[config.mk]
export PLATFORM = sky130hd
export DESIGN_NAME = am2925_gen
export DESIGN_NICKNAME = d
export VERILOG_FILES = /design/src/rtl/am29_clk_pkg.sv /design/src/rtl/am2925_sstep.sv /design/src/rtl/am2925_gen.sv
export SDC_FILE = /design/constraint.sdc
export NUM_CORES = 1
export LEC_CHECK = 0
export BUFFER_PORTS_ARGS = -buffer_cell sky130_fd_sc_hd__buf_4
export CAP_MARGIN = 20
export CORE_ASPECT_RATIO = 1.1
export CORE_MARGIN = 3
export CORE_UTILIZATION = 35
export CTS_CLUSTER_SIZE = 24
export DETAILED_ROUTE_END_ITERATION = 7
export HOLD_SLACK_MARGIN = 0.15
export PLACE_DENSITY = 0.57
export SLEW_MARGIN = 10
export SYNTH_ARGS = -nofsm -noshare
export SYNTH_HDL_FRONTEND = slang
export SYNTH_SLANG_ARGS = --single-unit
[constraint.sdc]
create_clock -name clkin -period 4.85 [get_ports clkin]
set_input_delay 0.97 -clock clkin [delete_from_list [all_inputs] [get_ports clkin]]
set_output_delay 0.97 -clock clkin [all_outputs]
set_load 0.05 [all_outputs]
[src/rtl/am29_clk_pkg.sv]
`default_nettype none
// +----------------------------------------------------------------------+
// | Package : am29_clk_pkg                                               |
// | Purpose : shared helpers for the am2925_gen microcycle clock family  |
// | Rev     : 1.0  initial release                                       |
// +----------------------------------------------------------------------+
package am29_clk_pkg;

    function automatic int cnt_width(input int lw, input int nph);
        return $clog2((1 << lw) + nph + 1);
    endfunction

    // Bit k < nph-1 falls one state earlier per step; the top phase rises in state 2.
    function automatic logic [31:0] phase_pattern(input int s, input int n, input int nph);
        logic [31:0] p;
        p = '0;
        for (int k = 0; k < 32; k++) begin
            if (k < nph - 1)
                p[k] = (s <= n - 1 - k);
            else if (k == nph - 1)
                p[k] = (s >= 2);
        end
        return p;
    endfunction

endpackage
`default_nettype wire

[src/rtl/am2925_sstep.sv]
`default_nettype none
// +----------------------------------------------------------------------+
// | Module  : am2925_sstep                                               |
// | Purpose : single-step switch debounce, synchronizer and edge pulse   |
// | Rev     : 1.0  initial release                                       |
// +----------------------------------------------------------------------+
module am2925_sstep (
    input  logic clk,
    input  logic rst_n,
    input  logic i_ssnc,
    input  logic i_ssno,
    output logic o_step
);

    logic       r_latch;
    logic [1:0] r_sync;
    logic       r_prev;

    // SR latch on the two switch contacts; a bouncing contact only ever
    // passes through the hold combinations, so the output changes once.
    always_latch begin
        if (!rst_n)
            r_latch <= 1'b0;
        else if (i_ssnc && !i_ssno)
            r_latch <= 1'b1;
        else if (!i_ssnc && i_ssno)
            r_latch <= 1'b0;
    end

    always_ff @(posedge clk or negedge rst_n) begin
        if (!rst_n) begin
            r_sync <= 2'b00;
            r_prev <= 1'b0;
        end else begin
            r_sync <= {r_sync[0], r_latch};
            r_prev <= r_sync[1];
        end
    end

    assign o_step = r_sync[1] & ~r_prev;

endmodule
`default_nettype wire

[src/rtl/am2925_gen.sv]
`default_nettype none
// +----------------------------------------------------------------------+
// | Module  : am2925_gen                                                 |
// | Purpose : programmable-length staggered phase microcycle generator   |
// | Rev     : 1.0  initial release                                       |
// +----------------------------------------------------------------------+
module am2925_gen
    import am29_clk_pkg::*;
#(
    parameter int NPH = 4,
    parameter int LW  = 3,
    parameter int NW  = 1
) (
    input  logic          clkin,
    input  logic          init_,
    input  logic [LW-1:0] len,
    input  logic          firstlast_,
    input  logic          halt_,
    input  logic          run_,
    input  logic          ssnc,
    input  logic          ssno,
    input  logic [NW-1:0] waitreq_,
    input  logic [NW-1:0] ready_,
    input  logic          cx,
    output logic          f0,
    output logic [NPH-1:0] c,
    output logic          waitack_,
    output logic          cyc_first,
    output logic          halted
);

    localparam int              c_sw  = cnt_width(LW, NPH);
    localparam logic [c_sw-1:0] c_nph = c_sw'(NPH);
    localparam logic [c_sw-1:0] c_one = c_sw'(1);

    logic [c_sw-1:0] r_s;
    logic [c_sw-1:0] r_nreg;
    logic [c_sw-1:0] w_s_next;
    logic [c_sw-1:0] w_n_next;
    logic [NW-1:0]   r_wait;
    logic [NPH-1:0]  r_c;
    logic            r_halt;
    logic            r_step;
    logic            r_halted;
    logic            r_cyc_first;
    logic            w_step_pulse;
    logic            w_freeze;
    logic            w_at_hp;
    logic            w_go;
    logic            w_stop;

    am2925_sstep u_sstep (
        .clk    (clkin),
        .rst_n  (init_),
        .i_ssnc (ssnc),
        .i_ssno (ssno),
        .o_step (w_step_pulse)
    );

    assign w_freeze = (|r_wait) & ~cx;
    assign w_at_hp  = r_halt & (firstlast_ ? (r_s == c_one) : (r_s == r_nreg));
    // A fresh pulse releases the halt point on the same edge it appears.
    assign w_go     = r_step | w_step_pulse;
    assign w_stop   = w_freeze | (w_at_hp & ~w_go);

    always_comb begin
        w_s_next = r_s;
        w_n_next = r_nreg;
        if (!w_stop) begin
            if (r_s == r_nreg) begin
                w_s_next = c_one;
                w_n_next = c_sw'(len) + c_nph;
            end else begin
                w_s_next = r_s + c_one;
            end
        end
    end

    always_ff @(posedge clkin or negedge init_) begin
        if (!init_) begin
            r_s         <= c_nph;
            r_nreg      <= c_nph;
            r_wait      <= '0;
            r_halt      <= 1'b0;
            r_step      <= 1'b0;
            r_halted    <= 1'b0;
            r_cyc_first <= 1'b0;
            r_c         <= NPH'(phase_pattern(NPH, NPH, NPH));
        end else begin
            r_s         <= w_s_next;
            r_nreg      <= w_n_next;
            r_wait      <= (r_wait | ~waitreq_) & ready_;
            if (!run_)
                r_halt <= 1'b0;
            else if (!halt_)
                r_halt <= 1'b1;
            // Step is consumed only when the halt point is actually left.
            if (!r_halt || (w_at_hp && !w_freeze))
                r_step <= 1'b0;
            else if (w_step_pulse)
                r_step <= 1'b1;
            r_halted    <= w_at_hp & ~w_go;
            r_cyc_first <= (w_s_next == c_one);
            r_c         <= NPH'(phase_pattern(int'(w_s_next), int'(w_n_next), NPH));
        end
    end

    assign f0        = clkin;
    assign c         = r_c;
    assign waitack_  = ~w_freeze;
    assign cyc_first = r_cyc_first;
    assign halted    = r_halted;

endmodule
`default_nettype wire

Yosys cells after proc, flatten, opt, wreduce, memory -nomap -nowiden. Cells that the tools add are included.

Bits in registers: 20. Bits in latches: 1. Bits of input ports: 13. Logic and storage cells: 61.

Add/subtract/negate cells: 5. Order comparisons: 4. Equality and inequality tests: 4. Mux-type cells: 15. Bitwise gates (word level): 13. Reduce and logical (&&, ||, !) cells: 9.

Operators by type and width (number): <= comparator 5 x 32 -> 1 bit (1); two-way mux 4 bit (4); two-way mux 1 bit (11); equality test 4 x 1 -> 1 bit (second input constant) (2); <= comparator 5 x 6 -> 1 bit (1); subtractor 5 x 2 -> 6 bit (second input constant) (1); subtractor 5 x 3 -> 6 bit (second input constant) (1); AND 1 bit (5); <= comparator 5 bit (1); NOT 1 bit (5); subtractor 4 x 1 -> 5 bit (second input constant) (1); adder 3 x 3 -> 4 bit (second input constant) (1); adder 4 x 1 -> 4 bit (second input constant) (1); equality test 4 bit (1); >= comparator 4 x 2 -> 1 bit (second input constant) (1); logical NOT 1 bit (4); logical AND 1 bit (3); OR 1 bit (3); inequality test 2 bit (second input constant) (1); nonzero test 2 bit (1); logical OR 1 bit (1).

Longest topological paths before layout.
Depth in word-level cells: 10. Mapped depth: 20.

Modules after synthesis. From an unflattened synthesis, not the netlist that was laid out.

Cell total of the unflattened synthesis: 136. Area, all modules: 1383.8 µm².

Modules (own cells, without submodules): am2925_gen (times used 1, cells each 127, area an instance 1253.7 µm², seq. area each 429.2 µm²); am2925_sstep (times used 1, cells each 9, area an instance 130.1 µm², seq. area each 75.1 µm²).

==> impl_metrics.toml <==
[run_status]
status = "finished clean"

[hold_path]
min_path_type = "register to register"
holdPathStages = 0

[timing]
final.min_clock_period_ns = 4.293
untimed_endpoints = 2
finalClockSkew_ns = 0.003847
fin_tns_setup_ns = 0
slew_headroom = 0.4581
worstMarginPinSlew_ns = 0.8044
post-route-period-util = 0.8852
rsz0062_at_grt = "no"
hold_viol = 0
setup_viol_count_final = 0
drv_slew = 0
fmax_mhz = 232.9
unclocked_regs = 1

[finish]
nets = 197
area_delta_synth_final_pct = 24.23
diodes = 0
drive_gt1_frac = 0.2439
fin_util = 0.4597

[global_routing]
grt_max_degree = 23
grt_pass1_wl_mm = 5.119
grt_use_total = 0.1428
grt_pass1_vias = 1140
overflow = 0
grt_antenna_before_repair = 0

[yosys]
synthMuxAreaShare = 0.03279
synth_top_family_by_area = "adder cells"
synth-seq-cells = 21
yosysWarnings = 0
synthAdderAreaFrac = 0.1812
netlist_area_um2 = 1374
synth_edf_count = 0
synthXorXnorAreaFrac = 0.06466
avgSynthCellArea_um2 = 10.10
async_flop_share = 0.9524
synth_simple_gate_area_frac = 0.1430
synth_cell_types = 42
synth_compound_area_frac = 0.1539
synthCells = 136
syn_nets = 168
ys.flop_type = "dfrtp_1"

[placement]
hpwlAfterDp_mm = 2.347
portBuffers = 20
place_congestion = 0.8529

[clock_network]
cts_hold_buf = 0
cts_tree = "built"
post_cts_resized = 0
clk_pin_slew_ns = 0.08
post_cts_buffers = 0
insertion_delay_ns = 0.36

[setup_path]
cp.arrival_ns = 4.59
worstRegToRegCells = 20
critical_path_class = "register to register"
worst_setup_path_end_kind = "register"
critPathLaunchType = "register"
required_ns = 5.14
critPathMaxFanout = 7

[route]
drtPass1Iterations = 4
vias = 1136
dr.first_iter.drc_count = 37
wl_per_cell_um = 14.07
route.detailed.drc = 0
final_antenna_net_count = 0
wl_mm = 3.011
viasPerCell = 5.308

[flow_run]
drv_cap = 0

[floorplanning]
die_area_um2 = 4714
die_y_um = 71.71
pin_count = 21
die_w_um = 65.74
core_area_um2 = 3712
start_util = 0.3701
num_rows = 23
cells by family (layout without fill, tap and decap cells):
| logic type | Yosys count | in the layout |
|---|---|---|
| AND/OR/NAND/NOR | 34 | 34 |
| flip-flops | 20 | 20 |
| multiplexers | 4 | 4 |
| AO/OA/AOI/OAI | 33 | 33 |
| latches | 1 | 1 |
| XOR/XNOR | 8 | 8 |
| buffers and inverters | 16 | 44 |
| adder cells (fa/ha/maj) | 20 | 20 |
final cells by class:
cell class / instances / area [um^2]
clock buffer: 7 / 90.09
multi-input combinational: 99 / 790.8
clock inverter: 1 / 30.03
sequential: 21 / 519.2
tap: 50 / 62.56
inverter: 15 / 56.30
timing repair buffer: 21 / 157.7
fill: 354 / 2006
synth_stat cells (2+ instances only):
| library cell | n | area (um^2) |
|---|---|---|
| a211oi_1 | 2 | 15.01 |
| dfstp_2 | 3 | 78.83 |
| ha_1 | 19 | 237.7 |
| dfrtp_1 | 17 | 425.4 |
| nor2_1 | 8 | 30.03 |
| nor3b_1 | 2 | 15.01 |
| a21boi_0 | 3 | 22.52 |
| mux2i_1 | 3 | 30.03 |
| a21oi_1 | 12 | 60.06 |
| xnor2_1 | 5 | 43.79 |
| a31oi_1 | 2 | 12.51 |
| inv_1 | 15 | 56.30 |
| o21ai_0 | 5 | 25.02 |
| nand2_1 | 9 | 33.78 |
| nand3_1 | 3 | 15.01 |
| xor2_1 | 2 | 17.52 |
metrics by stage:
step / hold WS (ns) / area (um^2) / worst slack [ns] / instances
finish: 0.3619 / 1707 / 0.5567 / 214
global route: 0.3646 / 1707 / 0.1851 / 214
CTS: 0.3653 / 1707 / 0.6171 / 214
detailed placement: 0.3477 / 1594 / 0.3249 / 207
global placement: 0.3361 / 1594 / 0.3458 / 207
floorplan: 0.3312 / 1374 / 0.6646 / 136
placed cells by master (no fill, tap or decap), drive strengths merged, types with 2 or more instances in the layout:
cell type / netlist / routed
buf: 1 / 22
ha: 19 / 19
dfrtp: 17 / 17
inv: 15 / 15
a21oi: 12 / 12
nand2: 9 / 9
nor2: 9 / 9
clkbuf: 0 / 6
xnor2: 6 / 6
o21ai: 6 / 6
nand3: 3 / 3
mux2i: 3 / 3
a21boi: 3 / 3
dfstp: 3 / 3
nor3b: 2 / 2
xor2: 2 / 2
a211oi: 2 / 2
a31oi: 2 / 2
nand4: 2 / 2
and4: 2 / 2
per-layer routing:
metal | vias to the layer above | wire length, um | track usage
met3 | 6 | 78 | 0.02508
met2 | 21 | 1597 | 0.2494
met1 | 568 | 1276 | 0.1594
met4 | 0 | 58 | 0.08525
met5 | - | 0 | 0
li1 | 541 | - | -
registers in the layout, indices dropped and copies added (netlist names):
signal           cells
halted               1
r_s                  4
u_sstep.r_prev       1
r_step               1
u_sstep.r_latch      1
r_wait               1
c                    4
r_nreg               4
u_sstep.r_sync       2
r_halt               1
cyc_first            1
worst paths after layout:
| check | startpoint | end | slack [ns] |
|---|---|---|---|
| worst min-delay path | u_sstep.r_sync[0] | u_sstep.r_sync[1] | 0.36 |
| worst min register to register | u_sstep.r_sync[0] | u_sstep.r_sync[1] | 0.36 |
| worst max-delay path | r_s[1] | c[2] | 0.56 |
| min in group asynchronous | init_ | r_step | 0.48 |
| worst max register to register | r_s[1] | c[2] | 0.56 |
| max in group asynchronous | init_ | r_nreg[2] | 4.09 |
worst max-delay path, stage by stage, from the launching register on:
cell	delay, ns
dfrtp_1	0.47
inv_1	0.07
ha_1	0.17
nor3b_1	0.15
o2111a_2	0.31
nor3_4	0.36
a21oi_1	0.23
inv_1	0.12
ha_1	0.19
nand2_1	0.06
or4_1	0.41
and4_4	0.22
xnor2_4	0.26
xor2_1	0.19
ha_1	0.28
a21oi_1	0.16
o21ai_0	0.10
nand2_1	0.10
o32ai_1	0.08
a22o_1	0.20
nor2_1	0.09
Power is not shown: default switching activity piles up to over one toggle a cycle in this logic, so the estimate is an artifact.
